### src/rtl/arb_pkg.sv
// Shared types and sizing helpers for the round-robin priority arbiter.
package arb_pkg;

  typedef enum logic {ARB_IDLE, ARB_GRANT} arb_state_t;

  function automatic int unsigned idx_width(input int unsigned w);
    return $clog2(w) + 1;
  endfunction

endpackage

### src/rtl/rr_prio_pick.sv
// Combinational highest-index pick: prefers requesters at or below ptr,
// falling back to the highest requester overall when none qualify.
module rr_prio_pick #(
  parameter int unsigned WIDTH = 16
) (
  input  logic [WIDTH-1:0]         req,
  input  logic [$clog2(WIDTH)-1:0] ptr,
  output logic                     found,
  output logic [$clog2(WIDTH)-1:0] win_idx,
  output logic [WIDTH-1:0]         win_onehot
);

  localparam int unsigned PW = $clog2(WIDTH);

  logic [WIDTH-1:0] masked;

  always_comb begin
    masked     = '0;
    found      = |req;
    win_idx    = '0;
    win_onehot = '0;
    for (int unsigned i = 0; i < WIDTH; i++) begin
      masked[i] = req[i] && (PW'(i) <= ptr);
    end
    // Ascending scan: the last hit is the highest set index.
    if (|masked) begin
      for (int unsigned i = 0; i < WIDTH; i++) begin
        if (masked[i]) win_idx = PW'(i);
      end
    end else begin
      for (int unsigned i = 0; i < WIDTH; i++) begin
        if (req[i]) win_idx = PW'(i);
      end
    end
    if (found) win_onehot = WIDTH'(1) << win_idx;
  end

endmodule

### src/rtl/rr_priority_arbiter.sv
// Round-robin arbiter with bounded grant tenure and registered outputs;
// grant_idx is index+1 with 0 meaning no grant.
module rr_priority_arbiter
  import arb_pkg::*;
#(
  parameter int unsigned WIDTH    = 16,
  parameter int unsigned MAX_HOLD = 8
) (
  input  logic                          CLK100MHZ,
  input  logic                          CPU_RESETN,
  input  logic [WIDTH-1:0]              req,
  output logic [WIDTH-1:0]              grant,
  output logic [idx_width(WIDTH)-1:0]   grant_idx,
  output logic                          busy
);

  localparam int unsigned PW = $clog2(WIDTH);
  localparam int unsigned IW = idx_width(WIDTH);
  // Unlimited hold never counts, so one bit is enough to keep the register legal.
  localparam int unsigned HW = (MAX_HOLD == 0) ? 1 : $clog2(MAX_HOLD + 1);
  localparam logic [HW-1:0] HOLD_LAST = (MAX_HOLD == 0) ? '0 : HW'(MAX_HOLD - 1);

  arb_state_t       state;
  logic [PW-1:0]    ptr;
  logic [PW-1:0]    g;
  logic [HW-1:0]    hold_cnt;
  logic             found;
  logic [PW-1:0]    win_idx;
  logic [WIDTH-1:0] win_onehot;
  logic             rel;

  rr_prio_pick #(.WIDTH(WIDTH)) u_pick (
    .req        (req),
    .ptr        (ptr),
    .found      (found),
    .win_idx    (win_idx),
    .win_onehot (win_onehot)
  );

  always_comb begin
    rel = !req[g] || ((MAX_HOLD != 0) && (hold_cnt == HOLD_LAST));
  end

  always_ff @(posedge CLK100MHZ or negedge CPU_RESETN) begin
    if (!CPU_RESETN) begin
      state     <= ARB_IDLE;
      ptr       <= PW'(WIDTH - 1);
      g         <= '0;
      hold_cnt  <= '0;
      grant     <= '0;
      grant_idx <= '0;
      busy      <= 1'b0;
    end else begin
      case (state)
        ARB_IDLE: begin
          if (found) begin
            g         <= win_idx;
            grant     <= win_onehot;
            grant_idx <= IW'(win_idx) + IW'(1);
            busy      <= 1'b1;
            hold_cnt  <= '0;
            state     <= ARB_GRANT;
          end
        end
        ARB_GRANT: begin
          if (rel) begin
            grant     <= '0;
            grant_idx <= '0;
            busy      <= 1'b0;
            ptr       <= (g == '0) ? PW'(WIDTH - 1) : g - PW'(1);
            state     <= ARB_IDLE;
          end else if (MAX_HOLD != 0) begin
            hold_cnt <= hold_cnt + HW'(1);
          end
        end
        default: state <= ARB_IDLE;
      endcase
    end
  end

  a_onehot: assert property (@(posedge CLK100MHZ) disable iff (!CPU_RESETN)
    $onehot0(grant));
  a_busy: assert property (@(posedge CLK100MHZ) disable iff (!CPU_RESETN)
    busy == (|grant));
  a_idx: assert property (@(posedge CLK100MHZ) disable iff (!CPU_RESETN)
    (grant_idx == '0) == (grant == '0));
  a_req: assert property (@(posedge CLK100MHZ) disable iff (!CPU_RESETN)
    (busy && !$past(busy)) |-> (|(grant & $past(req))));

endmodule

### config.mk
export PLATFORM = sky130hd
export DESIGN_NAME = rr_priority_arbiter
export DESIGN_NICKNAME = d
export VERILOG_FILES = /design/src/rtl/arb_pkg.sv /design/src/rtl/rr_prio_pick.sv /design/src/rtl/rr_priority_arbiter.sv
export SDC_FILE = /design/constraint.sdc
export NUM_CORES = 1
export LEC_CHECK = 0
export CELL_PAD_IN_SITES_DETAIL_PLACEMENT = 1
export CELL_PAD_IN_SITES_GLOBAL_PLACEMENT = 2
export CORE_ASPECT_RATIO = 1.75
export CORE_MARGIN = 2
export CORE_UTILIZATION = 32
export DETAILED_ROUTE_END_ITERATION = 16
export PLACE_DENSITY = 0.85
export SYNTH_ARGS = -nofsm -noshare
export SYNTH_HDL_FRONTEND = slang
export SYNTH_SLANG_ARGS = --single-unit
export TNS_END_PERCENT = 5
### constraint.sdc
create_clock -name CLK100MHZ -period 3.1 [get_ports CLK100MHZ]
set_input_delay 0.775 -clock CLK100MHZ [delete_from_list [all_inputs] [get_ports CLK100MHZ]]
set_output_delay 0.775 -clock CLK100MHZ [all_outputs]
set_load 0.01 [all_outputs]
==> out/qor.csv, run 1 <==
stage,metric,value,unit
routing,count of unresolved DRC violations after routing,0,
routing,DRT iter0 DRCs,118,
outcome,status,"complete, no violations",
worst_setup_path,cell type with the highest occurrence count on the critical path,sky130_fd_sc_hd__buf_4,
worst_setup_path,"Req. time, crit path",3.26,ns
cts,root buffer cell,sky130_fd_sc_hd__clkbuf_16,
timing,post-route fraction of the period consumed by the critical path,96.8,%
finish,Layout fillers,796,
timing,Slew headroom,70.1,%
worst_setup_path,slowest library cell on the worst path,sky130_fd_sc_hd__clkdlybuf4s50_1,
routing,post-route ant nets,0,
placed_design,placed cell areas,3090,um2
synthesis,Syn. warnings,0,
synthesis,mean area per synthesized cell,9.42,um2
synthesis,count of different cell masters after synthesis,53,
power,total leakage power,1.51,nW
finish,"Non-Filler Cell Area, Final",3310,um2
synthesis,"Primary FF master, synth",sky130_fd_sc_hd__dfrtp_1,
power,Total Power,3.73,mW
finish,Area Growth Syn to Fin,45.1,%
synthesis,number of instances in the synthesized netlist,242,
finish,sequential cell area in the final layout,881,um2
finish,share of post-route cells with drive strength above 1,27.4,%
timing,final-report setup violation count,0,
finish,total number of nets in the final design,354,
timing,actual slew at the worst max-slew pin,0.449,ns
placed_design,RD Place Congestion,0.933,
grt,number of antenna violations at the first check in global routing,0,
timing,final count of hold timing violations,0,
worst_setup_path,series of cell instances along the critical path,clkdlybuf4s50_1 > o31a_1 > o21a_1 > nor4_2 > buf_4 > buf_4 > a31oi_1 > a22o_2 > buf_4 > ha_1 > a22o_1,
cts,worst skew pair latency,0.28,ns
worst_setup_path,critical path class,input port to flop,
synthesis,"FFs w/ async S/R, synth",100,%
worst_setup_path,element type at the critical path end,flop,
worst_setup_path,reg-to-reg critical path startpoint,ptr[0],
grt,gr usage total,21.2,%
grt,number of global-route vias before repair,2448,
die,vertical die dimension,116,um
synthesis,post-synthesis cell area,2280,um2
finish,multi-input combinational cell area,1320,um2
timing,Total Negative Setup Slacks,0,ns
cts,Clock Sinks,35,
power,power density normalized to cell area,1130,nW/um2
timing,post-route clock skew,0.00626,ns
timing,maximum clock frequency,333,MHz
worst_setup_path,Crit. Startpoint,req[9],
die,I/O pin total,40,
grt,global-route wire length before repair,12.5,mm
die,Starting Density,33.0,%
finish,number of inserted diodes,0,
finish,most common library cell in the layout ignoring fill and taps,sky130_fd_sc_hd__buf_4,
routing,vias post-DR,2307,
worst_hold_path,hold path startpoint,grant[1],
job,max_cap viols,0,
worst_setup_path,arrival time at the worst endpoint,3.16,ns
die,standard-cell row count,40,
placed_design,half-perimeter wire length after placement,5.83,mm
placed_design,number of instances in the placed design,403,
synthesis,sequential area share after synthesis,38.7,%
die,Die X,67.8,um
placed_design,number of buffer cells added on primary ports,39,
grt,pin count of the biggest net entering global routing,36,
power,peak ir drop on the vdd network,592,uV
routing,average via count per standard cell,5.60,
cts,H-tree Lvls,2,
worst_setup_path,delay contributed by the slowest stage of the critical path,0.47,ns
die,total core area,6910,um2
routing,WL per Instance,18.9,um
grt,"Remaining Overflow, GRT",0,
routing,WL final,7.79,mm
synthesis,number of synthesized flops with an enable pin,0,
timing,clock period minus final worst setup slack,3.00,ns
timing,unrepaired setup endpoints after global routing,false,
die,total die area,7840,um2
routing,Initial DRT Pass Iterations,4,
synthesis,syn_nets,269,
timing,Max Transition Viols Final,0,
worst_setup_path,dominant delay contributor by cell family on the critical path,compound AO/OA/AOI/OAI gates,
worst_hold_path,kind of path behind the tightest hold check,flop to flop,
finish,"commonest non-fill, non-tap cells in the layout","sky130_fd_sc_hd__buf_4, sky130_fd_sc_hd__dfrtp_1, sky130_fd_sc_hd__clkdlybuf4s50_1",
cts,TritonCTS clock tree,done,
worst_setup_path,"Buf+Inv Stages, Crit Path",4,
cts,total CTS buffers,5,
finish,count of non-filler cells in the finished layout,412,
synthesis,register bit count reported by yosys,35,
cts,maximum clock insertion buffer count,2,
worst_setup_path,startpoint types,input port,
cts,clock slew seen by the registers of the worst setup and hold paths,0.05,ns
worst_setup_path,maximum fanout along the worst path,4,
[worst register-to-register path, cell delays in order, from the launching register on]
cell and delay [ns]:
sky130_fd_sc_hd__dfstp_2 0.75, sky130_fd_sc_hd__a21oi_1 0.18, sky130_fd_sc_hd__nor4_2 0.39, sky130_fd_sc_hd__nor4_2 0.09
sky130_fd_sc_hd__buf_4 0.16, sky130_fd_sc_hd__buf_4 0.13, sky130_fd_sc_hd__a31oi_1 0.16, sky130_fd_sc_hd__a22o_2 0.18
sky130_fd_sc_hd__inv_1 0.06, sky130_fd_sc_hd__ha_1 0.24, sky130_fd_sc_hd__ha_1 0.22, sky130_fd_sc_hd__a22o_1 0.22
[report_power, final]
group | switching [mW] | internal [mW]
combinational | 1.14 | 1.14
clock | 0.180 | 0.318
sequential | 0.264 | 0.684
total | 1.59 | 2.14
[layer usage]
metal  GRT usage, %  vias up  wire, um
met5              0        -         0
met4           9.60        0       241
met3           2.82       16       269
met2           39.0       63      4340
met1           23.3     1160      2940
li1               -     1068         -
[registers in the layout, indices dropped and copies added, names as in the netlist]
register,count
grant,16
busy,1
grant_idx,5
g,4
hold_cnt,4
state,1
ptr,4
[logic make-up after synthesis]
kind of cell	count (synthesis)	synth area share (%)
compound gates	87	27.0
flops	35	38.7
buf+inv	28	5.44
mux	7	5.82
simple gates	75	17.7
fa+ha+maj	10	5.38
[cell usage after synthesis (2+ instances only)]
cell type	number	share of area [%]
sky130_fd_sc_hd__inv_1	15	2.5
sky130_fd_sc_hd__nor3_2	4	1.8
sky130_fd_sc_hd__dfrtp_1	31	34
sky130_fd_sc_hd__or4_4	2	0.99
sky130_fd_sc_hd__buf_2	6	1.3
sky130_fd_sc_hd__a31oi_1	2	0.55
sky130_fd_sc_hd__o21a_1	2	0.66
sky130_fd_sc_hd__nand2_1	15	2.5
sky130_fd_sc_hd__a211oi_1	4	1.3
sky130_fd_sc_hd__a41oi_1	2	0.77
sky130_fd_sc_hd__ha_1	9	4.9
sky130_fd_sc_hd__a21o_1	2	0.66
sky130_fd_sc_hd__dfstp_2	4	4.6
sky130_fd_sc_hd__o21ai_0	21	4.6
sky130_fd_sc_hd__a22o_1	17	6.5
sky130_fd_sc_hd__nor2b_1	4	1.1
sky130_fd_sc_hd__and2_2	2	0.66
sky130_fd_sc_hd__o31a_1	4	1.5
sky130_fd_sc_hd__nand3_1	3	0.66
sky130_fd_sc_hd__nor2_1	24	4.0
sky130_fd_sc_hd__nor3_1	4	0.88
sky130_fd_sc_hd__a21oi_1	12	2.6
sky130_fd_sc_hd__and3_1	3	0.82
sky130_fd_sc_hd__mux2i_1	2	0.88
sky130_fd_sc_hd__mux4_2	5	4.9
sky130_fd_sc_hd__nand2b_1	3	0.82
sky130_fd_sc_hd__clkbuf_1	5	0.82
sky130_fd_sc_hd__nor4_1	5	1.4
sky130_fd_sc_hd__o31ai_1	6	2.0
[through the flow]
step           hold WS (ns)  worst slack [ns]  utilization (%)
3_5_place_dp          0.481            -0.364             44.7
6_report              0.499            0.0988             47.9
2_1_floorplan         0.479             0.276                -
5_1_grt               0.535            0.0190             47.9
3_3_place_gp          0.486            -0.270             44.7
4_1_cts               0.510           0.00971             47.1
[final cells by class]
| class | count | area share (%) |
|---|---|---|
| Inverter | 15 | 1.70 |
| Clock inverter | 1 | 0.151 |
| Multi-Input combinational cell | 179 | 39.9 |
| Timing Repair Buffer | 91 | 24.1 |
| Tap cell | 84 | 3.18 |
| Sequential cell | 35 | 26.6 |
| Clock buffer | 7 | 4.31 |
[what timing repair did]
item,CTS,global route
endpoints found under the setup margin,19,20
setup buffers,0,1
pin swaps,1,5
gates resized for setup,4,14
hold buffers,0,0
[final timing paths]
check / slack, ns / end / cells past startpoint
max: 0.1 / grant[14] / 11
min: 0.50 / grant[1] / 1
max reg2reg: 0.22 / grant[7] / 11
min reg2reg: 0.50 / grant[1] / 1
max in group asynchronous: 1.84 / ptr[1] / 2
min in group asynchronous: 0.91 / grant[4] / 2
No activity file was read; power rests on OpenSTA's default activity.
==> inputs of run 2 (changes only) <==
--- a/config.mk
+++ b/config.mk
@@ -9,10 +9,12 @@
 export CELL_PAD_IN_SITES_GLOBAL_PLACEMENT = 2
 export CORE_ASPECT_RATIO = 1.75
 export CORE_MARGIN = 2
-export CORE_UTILIZATION = 32
+export CORE_UTILIZATION = 33
 export DETAILED_ROUTE_END_ITERATION = 16
-export PLACE_DENSITY = 0.85
+export GPL_ROUTABILITY_DRIVEN = 0
+export PLACE_DENSITY = 0.86
 export SYNTH_ARGS = -nofsm -noshare
 export SYNTH_HDL_FRONTEND = slang
+export SYNTH_HIERARCHICAL = 1
 export SYNTH_SLANG_ARGS = --single-unit
 export TNS_END_PERCENT = 5
==> out/qor.csv, run 2 <==
stage,metric,value,unit
outcome,status,"complete, no violations",
synthesis,register bit count reported by yosys,35,
routing,DRT iter0 DRCs,97,
cts,clock slew seen by the registers of the worst setup and hold paths,0.05,ns
worst_setup_path,worst reg-to-reg path cell count,10,
finish,Layout fillers,987,
synthesis,count of different cell masters after synthesis,61,
routing,count of unresolved DRC violations after routing,0,
worst_setup_path,"Req. time, crit path",3.25,ns
job,max_cap viols,0,
die,I/O pin total,40,
grt,global-route wire length before repair,14.9,mm
finish,Largest Register,grant,
worst_setup_path,Reg-to-Reg End,grant_idx[2],
timing,post-route fraction of the period consumed by the critical path,97.1,%
synthesis,cell types with the largest area share after synthesis,"sky130_fd_sc_hd__dfrtp_1, sky130_fd_sc_hd__mux2i_1, sky130_fd_sc_hd__nand2_1, sky130_fd_sc_hd__o22ai_1, sky130_fd_sc_hd__dfstp_2",
cts,H-tree Lvls,2,
worst_setup_path,delay contributed by the slowest stage of the critical path,0.48,ns
synthesis,most repeated cell in the gate-level netlist after synthesis,sky130_fd_sc_hd__nand2_1,
cts,root buffer cell,sky130_fd_sc_hd__clkbuf_16,
die,total core area,8260,um2
finish,share of post-route cells with drive strength above 1,25.4,%
finish,multi-input combinational cell area,1770,um2
timing,final count of hold timing violations,0,
cts,Clock Sinks,35,
timing,Slew headroom,55.1,%
finish,"Non-Filler Cell Area, Final",3780,um2
timing,post-route worst hold slack,0.552,ns
synthesis,post-synthesis cell area,2780,um2
synthesis,Syn. warnings,6,
synthesis,most frequent cells after synthesis,"sky130_fd_sc_hd__nand2_1, sky130_fd_sc_hd__dfrtp_1, sky130_fd_sc_hd__nor2_1",
finish,Area Growth Syn to Fin,35.9,%
finish,sequential cell area in the final layout,881,um2
routing,WL final,8.86,mm
synthesis,"Primary FF master, synth",sky130_fd_sc_hd__dfrtp_1,
timing,clock period minus final worst setup slack,3.01,ns
die,total die area,9210,um2
finish,number of inserted diodes,0,
synthesis,syn_nets,346,
power,Total Power,3.91,mW
routing,post-route ant nets,0,
routing,Initial DRT Pass Iterations,4,
cts,TritonCTS clock tree,done,
synthesis,"FFs w/ async S/R, synth",100,%
worst_setup_path,reg-to-reg critical path startpoint,ptr[3],
timing,unrepaired setup endpoints after global routing,true,
die,Starting Density,33.7,%
grt,number of antenna violations at the first check in global routing,0,
worst_setup_path,critical path class,input port to flop,
synthesis,post-synthesis cell type with the largest combined area,sky130_fd_sc_hd__dfrtp_1,
cts,worst skew pair latency,0.28,ns
worst_setup_path,startpoint types,input port,
cts,total CTS buffers,5,
routing,WL per Instance,17.8,um
power,power density normalized to cell area,1030,nW/um2
power,peak ir drop on the vdd network,536,uV
finish,"flip-flop count of the largest register, all copies and words added",16,
placed_design,number of buffer cells added on primary ports,39,
die,standard-cell row count,44,
worst_setup_path,arrival time at the worst endpoint,3.16,ns
worst_setup_path,maximum fanout along the worst path,4,
worst_setup_path,series of cell instances along the critical path,clkdlybuf4s50_1 > or2_4 > nor3_1 > a2111oi_1 > buf_4 > o31ai_1 > a211o_1 > ha_1 > xnor2_1 > nand2_1 > o21ai_0 > o22ai_1,
grt,number of global-route vias before repair,3037,
finish,largest registers,"grant: 16 flops, grant_idx: 5 flops",
die,Die X,73.4,um
finish,total number of nets in the final design,425,
placed_design,placed cell areas,3580,um2
timing,Max Transition Viols Final,0,
worst_setup_path,flop-to-flop setup slack,0.33,ns
worst_setup_path,Crit. Startpoint,req[8],
routing,vias post-DR,2781,
synthesis,Synth top area share,27.9,%
worst_setup_path,slowest library cell on the worst path,sky130_fd_sc_hd__clkdlybuf4s50_1,
power,total leakage power,1.67,nW
cts,number of buffers inserted for hold repair after clock tree synthesis,0,
timing,actual slew at the worst max-slew pin,0.671,ns
timing,maximum clock frequency,332,MHz
finish,most common library cell in the layout ignoring fill and taps,sky130_fd_sc_hd__buf_4,
timing,post-route clock skew,0.00629,ns
worst_setup_path,element type at the critical path end,flop,
synthesis,sequential area share after synthesis,31.7,%
grt,pin count of the biggest net entering global routing,39,
synthesis,number of synthesized flops with an enable pin,0,
die,vertical die dimension,125,um
finish,"commonest non-fill, non-tap cells in the layout","sky130_fd_sc_hd__buf_4, sky130_fd_sc_hd__nand2_1, sky130_fd_sc_hd__clkdlybuf4s50_1",
worst_setup_path,critical path capture point,grant_idx[2],
cts,maximum clock insertion buffer count,2,
worst_hold_path,kind of path behind the tightest hold check,flop to flop,
synthesis,mean area per synthesized cell,8.56,um2
placed_design,half-perimeter wire length after placement,6.61,mm
synthesis,number of instances in the synthesized netlist,325,
grt,gr usage total,20.5,%
timing,final-report setup violation count,0,
routing,average via count per standard cell,5.60,
grt,"Remaining Overflow, GRT",0,
run 2: how the worst min path moves through the flow:
stage,startpoint,end,depth (start not counted)
floorplan,ptr[1],ptr[1],2
finish,busy,busy,2
global route,hold_cnt[1],hold_cnt[1],1
CTS,hold_cnt[1],hold_cnt[1],1
detailed placement,hold_cnt[1],hold_cnt[1],1
global placement,hold_cnt[1],hold_cnt[1],1
run 2: logic make-up after synthesis:
| family | count (synthesis) | share of synthesized area [%] |
|---|---|---|
| xor+xnor | 3 | 0.945 |
| compound gates | 88 | 22.4 |
| fa+ha+maj | 4 | 1.71 |
| flops | 35 | 31.7 |
| simple gates | 136 | 26.6 |
| mux | 28 | 11.4 |
| buf+inv | 31 | 5.26 |
run 2: worst max-delay path, delay by kind of cell:
family / cells / cell delay, ns
buf+inv: 2 / 0.65
xor+xnor: 1 / 0.19
simple gates: 3 / 0.25
fa+ha+maj: 1 / 0.24
compound gates: 5 / 1.05
run 2: routing by layer:
metal	global-route usage [%]	routed length, um
met1	23.4	3510
met2	35.9	4820
met3	2.74	229
met4	10.5	305
met5	0	0
run 2: layout make-up:
class                           instances  share of cell area, %
Tap cell                               92                   3.05
Timing Repair Buffer                   92                   21.4
Inverter                               11                   1.16
Sequential cell                        35                   23.3
Multi-Input combinational cell        259                   47.0
Clock buffer                            8                   4.14
run 2: what timing repair did:
item	in CTS	in global routing
resized for setup	1	8
setup buffers	0	2
endpoints found under the setup margin	1	15
pin swaps	0	5
run 2: where the power goes:
| group | switching (mW) | internal (mW) | total [mW] |
|---|---|---|---|
| clock network | 0.185 | 0.342 | 0.527 |
| logic | 1.19 | 1.18 | 2.37 |
| registers | 0.356 | 0.656 | 1.01 |
run 2: metrics by stage:
step	setup TNS (ns)	instances	setup slack (ns)	util (%)
floorplan	0	325	0.316	-
global placement	-3.75	487	-0.293	43.3
detailed placement	-3.67	487	-0.265	43.3
CTS	0	495	0.0222	45.2
global route	-0.204	497	-0.0557	45.8
finish	0	497	0.0913	45.8
==> inputs of run 3 (changes only) <==
--- a/config.mk
+++ b/config.mk
@@ -13,6 +13,7 @@
 export DETAILED_ROUTE_END_ITERATION = 16
 export GPL_ROUTABILITY_DRIVEN = 0
 export PLACE_DENSITY = 0.86
+export SKIP_LAST_GASP = 1
 export SYNTH_ARGS = -nofsm -noshare
 export SYNTH_HDL_FRONTEND = slang
 export SYNTH_HIERARCHICAL = 1
==> out/qor.csv, run 3 (synthesized netlist as in run 2, its figures left out) <==
stage,metric,value,unit
outcome,status,"complete, no violations",
cts,maximum clock insertion buffer count,2,
routing,WL final,8.90,mm
finish,number of inserted diodes,0,
cts,root buffer cell,sky130_fd_sc_hd__clkbuf_16,
worst_setup_path,Crit. Startpoint,req[8],
routing,WL per Instance,17.9,um
timing,Max Transition Viols Final,0,
timing,maximum clock frequency,332,MHz
timing,final-report setup violation count,0,
finish,"Non-Filler Cell Area, Final",3780,um2
timing,post-route clock skew,0.00638,ns
grt,"Remaining Overflow, GRT",0,
worst_setup_path,dominant delay contributor by cell family on the critical path,compound AO/OA/AOI/OAI gates,
die,Die X,73.4,um
routing,count of unresolved DRC violations after routing,0,
grt,number of antenna violations at the first check in global routing,0,
grt,pin count of the biggest net entering global routing,39,
power,Total Power,3.91,mW
worst_setup_path,maximum fanout along the worst path,4,
die,total die area,9210,um2
finish,Area Growth Syn to Fin,35.9,%
finish,count of non-filler cells in the finished layout,497,
routing,Initial DRT Pass Iterations,4,
worst_setup_path,arrival time at the worst endpoint,3.16,ns
timing,actual slew at the worst max-slew pin,0.645,ns
die,vertical die dimension,125,um
finish,Largest Register,grant,
finish,"flip-flop count of the largest register, all copies and words added",16,
cts,Clock Sinks,35,
worst_hold_path,kind of path behind the tightest hold check,flop to flop,
placed_design,placed cell areas,3580,um2
cts,H-tree Lvls,2,
routing,vias post-DR,2795,
grt,gr usage total,20.5,%
finish,largest registers,"grant: 16 flops, grant_idx: 5 flops",
timing,unrepaired setup endpoints after global routing,true,
timing,Slew headroom,56.9,%
worst_hold_path,end point of the most critical hold path,busy,
die,total core area,8260,um2
finish,total number of nets in the final design,425,
die,Starting Density,33.7,%
worst_hold_path,hold path startpoint,busy,
placed_design,half-perimeter wire length after placement,6.61,mm
power,total leakage power,1.67,nW
worst_setup_path,delay contributed by the slowest stage of the critical path,0.48,ns
cts,clock slew seen by the registers of the worst setup and hold paths,0.05,ns
worst_setup_path,startpoint types,input port,
grt,number of global-route vias before repair,3037,
worst_setup_path,flop-to-flop setup slack,0.33,ns
routing,average via count per standard cell,5.62,
worst_setup_path,critical path class,input port to flop,
placed_design,number of instances in the placed design,487,
power,power density normalized to cell area,1030,nW/um2
grt,global-route wire length before repair,14.9,mm
worst_setup_path,Reg-to-Reg End,grant_idx[2],
cts,worst skew pair latency,0.28,ns
routing,DRT iter0 DRCs,98,
finish,share of post-route cells with drive strength above 1,25.4,%
worst_setup_path,element type at the critical path end,flop,
die,standard-cell row count,44,
placed_design,number of buffer cells added on primary ports,39,
worst_setup_path,"Req. time, crit path",3.25,ns
worst_hold_path,worst hold stages,2,
power,peak ir drop on the vdd network,536,uV
timing,clock period minus final worst setup slack,3.01,ns
timing,post-route worst hold slack,0.552,ns
timing,final count of hold timing violations,0,
job,max_cap viols,0,
worst_setup_path,worst reg-to-reg path cell count,10,
cts,total CTS buffers,5,
finish,"commonest non-fill, non-tap cells in the layout","sky130_fd_sc_hd__buf_4, sky130_fd_sc_hd__nand2_1, sky130_fd_sc_hd__clkdlybuf4s50_1",
routing,post-route ant nets,0,
worst_setup_path,"Buf+Inv Stages, Crit Path",2,
worst_setup_path,reg-to-reg critical path startpoint,ptr[3],
die,I/O pin total,40,
timing,post-route fraction of the period consumed by the critical path,97.1,%
finish,most common library cell in the layout ignoring fill and taps,sky130_fd_sc_hd__buf_4,
cts,TritonCTS clock tree,done,
worst_setup_path,slowest library cell on the worst path,sky130_fd_sc_hd__clkdlybuf4s50_1,
worst_setup_path,series of cell instances along the critical path,clkdlybuf4s50_1 > or2_4 > nor3_1 > a2111oi_1 > buf_4 > o31ai_1 > a211o_1 > ha_1 > xnor2_1 > nand2_1 > o21ai_0 > o22ai_1,
==> run 3: cell counts in the layout (fill, tap and decap cells not counted) <==
Identical to the previous run, type by type.
==> run 3: per-layer routing <==
metal	wire length (um)	share of wire (%)	global-route usage, %	vias to the layer above
li1	-	-	-	1352
met1	3520	40	23.4	1371
met2	4790	54	35.9	55
met3	248	2.8	2.74	17
met4	335	3.8	10.5	0
met5	0	0	0	-
==> run 3: cell type report <==
cell class	count	area, um2
sequential	35	881
inverter	11	43.8
fill	987	4480
clock buffer	8	156
timing repair buffer	92	808
tap	92	115
multi-input combinational	259	1770
==> run 3: worst max path at each step <==
stage,slack (ns),cells past startpoint,endpoint
2_1_floorplan,0.32,13,grant_idx[2]
3_3_place_gp,-0.29,11,grant_idx[2]
3_5_place_dp,-0.27,14,grant_idx[2]
4_1_cts,0.02,12,grant[1]
5_1_grt,-0.06,15,grant_idx[2]
6_report,0.09,12,grant_idx[2]
==> run 3: repair_timing <==
| item | 4_1_cts | 5_1_grt |
|---|---|---|
| setup endpoints to repair | 1 | 15 |
| pin swaps | 0 | 5 |
| buffers inserted | 0 | 2 |
| resized for setup | 1 | 8 |
| hold buffers | 0 | 0 |
==> run 3: metrics by stage <==
step / TNS, ns / setup slack [ns] / utilization (%)
after floorplan: 0 / 0.316 / -
after global placement: -3.75 / -0.293 / 43.3
after detailed placement: -3.67 / -0.265 / 43.3
after CTS: 0 / 0.0222 / 45.2
after global routing: -0.204 / -0.0557 / 45.8
final: 0 / 0.0885 / 45.8
==> run 3: report_power, final <==
group | total [mW] | internal [mW] | switching, mW
Sequential | 1.01 | 0.656 | 0.355
Clock | 0.527 | 0.342 | 0.185
Combinational | 2.37 | 1.18 | 1.19
==> run 3: worst min-delay path, delay by kind of cell (launching register included) <==
kind / cells / cell delay (ns)
DFF: 1 / 0.36
and+or+nand+nor: 1 / 0.05
AOI/OAI and AO/OA: 1 / 0.10
